==> config.mk <==
export PLATFORM = sky130hd
export DESIGN_NAME = serial_adder_ctrl
export DESIGN_NICKNAME = d
export VERILOG_FILES = /design/src/rtl/serial_adder_ctrl.sv
export SDC_FILE = /design/constraint.sdc
export NUM_CORES = 1
export LEC_CHECK = 0
export BUFFER_PORTS_ARGS = -buffer_cell sky130_fd_sc_hd__buf_4
export CORE_MARGIN = 2
export CORE_UTILIZATION = 58
export CTS_BUF_LIST = sky130_fd_sc_hd__clkbuf_8
export DETAILED_ROUTE_END_ITERATION = 10
export GPL_TIMING_DRIVEN = 0
export PLACE_DENSITY = 0.86
export SLEW_MARGIN = 5
export SYNTH_ARGS = -nofsm -noshare
export SYNTH_HDL_FRONTEND = slang
export SYNTH_SLANG_ARGS = --single-unit
==> constraint.sdc <==
create_clock -name clk -period 2.2 [get_ports clk]
set_clock_uncertainty 0.2 [all_clocks]
set_input_delay 0.33 -clock clk [delete_from_list [all_inputs] [get_ports clk]]
set_output_delay 0.33 -clock clk [all_outputs]
set_load 0.03 [all_outputs]
==> src/rtl/serial_adder_ctrl.sv <==
`default_nettype none
// +----------------------------------------------------------------------------+
// | serial_adder_ctrl                                                          |
// | Bit-serial sequencer for an external 1-bit full-adder cell, LSB first.     |
// | Optional: SERIAL_ADDER_SUB_EN adds a 'sub' input for two's-complement a-b. |
// | Revision: 1.0                                                              |
// +----------------------------------------------------------------------------+
module serial_adder_ctrl #(
    parameter int WIDTH = 8
) (
    input  logic             clk,
    input  logic             rst_n,
    input  logic             start,
    input  logic [WIDTH-1:0] a,
    input  logic [WIDTH-1:0] b,
    input  logic             cin,
`ifdef SERIAL_ADDER_SUB_EN
    input  logic             sub,
`endif
    output logic             fa_a,
    output logic             fa_b,
    output logic             fa_cin,
    input  logic             fa_s,
    input  logic             fa_cout,
    output logic             busy,
    output logic             done,
    output logic [WIDTH-1:0] sum,
    output logic             cout
);

    localparam int               IDX_W    = (WIDTH > 1) ? $clog2(WIDTH) : 1;
    localparam logic [IDX_W-1:0] LAST_IDX = IDX_W'(WIDTH - 1);

    localparam logic [1:0] S_IDLE = 2'd0;
    localparam logic [1:0] S_RUN  = 2'd1;
    localparam logic [1:0] S_DONE = 2'd2;

    logic [1:0]       state;
    logic [WIDTH-1:0] op_a;
    logic [WIDTH-1:0] op_b;
    logic             carry;
    logic [IDX_W-1:0] idx;
    logic [WIDTH-1:0] b_load;
    logic             carry_load;

    always_comb begin
        b_load     = b;
        carry_load = cin;
`ifdef SERIAL_ADDER_SUB_EN
        // a - b = a + ~b + 1
        if (sub) begin
            b_load     = ~b;
            carry_load = 1'b1;
        end
`endif
    end

    assign busy   = (state == S_RUN);
    assign done   = (state == S_DONE);
    assign fa_a   = busy & op_a[0];
    assign fa_b   = busy & op_b[0];
    assign fa_cin = busy & carry;

    always_ff @(posedge clk or negedge rst_n) begin
        if (!rst_n) begin
            state <= S_IDLE;
            op_a  <= '0;
            op_b  <= '0;
            carry <= 1'b0;
            idx   <= '0;
            sum   <= '0;
            cout  <= 1'b0;
        end else begin
            case (state)
                S_IDLE: begin
                    if (start) begin
                        op_a  <= a;
                        op_b  <= b_load;
                        carry <= carry_load;
                        idx   <= '0;
                        sum   <= '0;
                        cout  <= 1'b0;
                        state <= S_RUN;
                    end
                end
                S_RUN: begin
                    sum   <= {fa_s, sum[WIDTH-1:1]};
                    carry <= fa_cout;
                    op_a  <= op_a >> 1;
                    op_b  <= op_b >> 1;
                    // idx parks on the last bit rather than wrapping
                    if (idx == LAST_IDX) begin
                        cout  <= fa_cout;
                        state <= S_DONE;
                    end else begin
                        idx <= idx + IDX_W'(1);
                    end
                end
                S_DONE: begin
                    state <= S_IDLE;
                end
                default: begin
                    state <= S_IDLE;
                end
            endcase
        end
    end

endmodule
`default_nettype wire

==> results.txt <==
outcome - finished, final reports clean
slowest stage delay, CP - 0.35 ns
DIE AREA - 0.00282 mm²
placer's final routability congestion estimate - 0.752
fin. max-slew vios - 0
final wirelength - 3430 µm
IO Port Bufs - 35
Num CTS Buffers - 5
post-synth cell types - 25
Arrival @ worst endpoint - 1.59 ns
CTS tree - done
Synth Warn # - 0
CTS root buffer - clkbuf_8
FF+latch count, synth - 31
clk buf depth - 2
GRT Total Usage - 0.293
Clock Latency Late Sink - 0.29 ns
worst setup path class - flip-flop to primary output
drt initial violations - 46
WP data required - 1.67 ns
Final setup violation count - 0
hold slack final - 0.0755 ns
pwr dens - 1540 mW/mm²
wire length per cell - 16.7 µm
Sw Ratio - 0.412
RSZ-0062 raised after global routing - false
Rows - 17
LEAKAGE - 0.833 nW
layout cells sized above 1 - 0.311
commonest non-fill, non-tap cell in the layout - buf_4
I/O pin cnt - 36
area delta synth->final - 29.1%
Internal - 1.63 mW
Max Cap Violations - 0
DRT antenna net count - 0
share of power burned in registers - 0.376
largest net degree at the start of global routing - 32
Gate power share - 0.447
vias per cell - 6.21
diodes inserted - 0
HPWL after DPL - 2430 µm
register area share after synthesis - 0.554
Clk pwr share - 0.177
drt drc - 0
final worst-path cycle share - 0.962
crit-path leading delay family - buffers and inverters
critical-path maximum fanout - 10
setup bufs post-CTS - 0
Chip Width - 53.1 µm
commonest cells after routing, fill and taps aside - buf_4 (37), dfrtp_1 (31), o22ai_1 (30)
HP Class - input pin to flip-flop
number of global-route vias before repair - 1221
clock sink count - 31
DR vias - 1274
DRT Pass-1 Iters - 4
final worst path period need - 2.12 ns
Worst Setup End Kind - primary output
worst vdd ir - 0.00111 V
CP Buf/Inv Count - 5
antenna violations before repair - 0
critical path's slowest cell - dfrtp_1
CTS H-tree depth - 2
Slew @ Worst Pin - 0.455 ns
Cell Chain, Critical Path - buf_4, nand2b_4, buf_6, inv_4, buf_6, and2_1, buf_4
final setup TNS - 0 ns
area of the core - 0.00225 mm²
Clock transition at path regs - 0.06 ns
syn avg cell area - 10.5 µm²
first-pass GRT wire length - 5750 µm
Initial Util - 0.621
kind of start point of the critical path - flip-flop
gr ovfl total - 0
Fin. Hold Viols - 0
Sw Pwr - 1.14 mW
Worst slew margin - 0.697
Mapped Cells - 133
mapped cell area - 0.00140 mm²
Die Y - 53.1 µm
Net Count, Synth - 157
f_max - 0.473 GHz
Nets - 200
-- sequential cells by signal (all words and copies together) (netlist names) --
register	cells
carry	1
op_b	8
state	2
idx	3
op_a	8
cout	1
sum	8
-- cell type report --
class                           instances  area (µm²)
Buffer                                 10        66.3
Clock buffer                            7        96.3
Clock inverter                          1        3.75
Fill cell                             156         447
Inverter                                4        17.5
Multi-Input combinational cell         88         541
Sequential cell                        31         776
Tap cell                               28        35.0
Timing Repair Buffer                   36         273
-- final timing paths --
check / startpoint / to / slack [ns] / cells after the start
max: state[1] / fa_b / 0.08 / 7
max in group asynchronous: rst_n / sum[4] / 1.20 / 2
max reg2reg: idx[0] / idx[2] / 0.61 / 5
min: fa_s / sum[7] / 0.08 / 2
min reg2reg: sum[0] / sum[0] / 0.32 / 1
min in group asynchronous: rst_n / op_a[3] / 0.31 / 2
-- layer usage --
| layer | up-vias | share of wire | wire [µm] | GRT usage |
|---|---|---|---|---|
| met2 | 51 | 0.49 | 1670 | 0.458 |
| met1 | 617 | 0.40 | 1380 | 0.361 |
| met5 | - | 0 | 0 | 0 |
| met4 | 0 | 0.036 | 125 | 0.132 |
| met3 | 16 | 0.074 | 254 | 0.107 |
| li1 | 590 | - | - | - |
-- power by group through the flow --
stage / logic [mW] / clock network [mW] / registers (mW)
CTS: 1.24 / 0.492 / 1.04
floorplan: 0.720 / 0 / 1.13
detailed placement: 1.24 / 0 / 1.05
global placement: 1.17 / 0 / 1.02
finish: 1.24 / 0.491 / 1.05
global route: 1.36 / 0.512 / 1.07
-- logic make-up after synthesis --
| kind of cell | count (synthesis) | synth area share |
|---|---|---|
| buffers and inverters | 14 | 0.0599 |
| AND/OR/NAND/NOR | 20 | 0.0769 |
| flip-flops | 31 | 0.554 |
| AO/OA/AOI/OAI | 66 | 0.291 |
| adder cells (fa/ha/maj) | 2 | 0.0179 |
-- Yosys cell counts --
library cell | instances | area share
dfrtp_1 | 31 | 0.55
ha_1 | 2 | 0.018
a21oi_1 | 17 | 0.061
inv_1 | 2 | 0.0054
inv_2 | 1 | 0.0027
a22o_1 | 8 | 0.050
buf_6 | 2 | 0.016
o22ai_1 | 30 | 0.13
a22oi_1 | 2 | 0.011
o21bai_1 | 1 | 0.0054
o21ai_0 | 7 | 0.025
nor2b_1 | 1 | 0.0045
buf_4 | 2 | 0.011
buf_2 | 5 | 0.018
and2_1 | 4 | 0.018
nand2_1 | 7 | 0.019
nand2b_4 | 1 | 0.0098
nand2b_1 | 1 | 0.0045
inv_4 | 1 | 0.0045
nand2b_2 | 1 | 0.0063
o211ai_1 | 1 | 0.0054
nor3_1 | 1 | 0.0036
nor2_1 | 3 | 0.0080
clkbuf_1 | 1 | 0.0027
nand3_1 | 1 | 0.0036
-- metrics by stage --
stage	cell area [µm²]	utilization	worst slack, ns	total power, mW	std cells
6_report	1810	0.802	0.0837	2.78	205
5_1_grt	1810	0.802	0.0251	2.94	205
4_1_cts	1810	0.802	0.0825	2.77	205
3_5_place_dp	1700	0.753	0.399	2.29	196
3_3_place_gp	1700	0.753	0.416	2.19	196
2_1_floorplan	1400	-	0.408	1.85	133
-- timing repair --
action                                 4_1_cts  5_1_grt
hold buffers                                 1        0
gates resized for setup                      0        0
endpoints found under the hold margin       31        0
No activity file was read; power rests on OpenSTA's default activity.
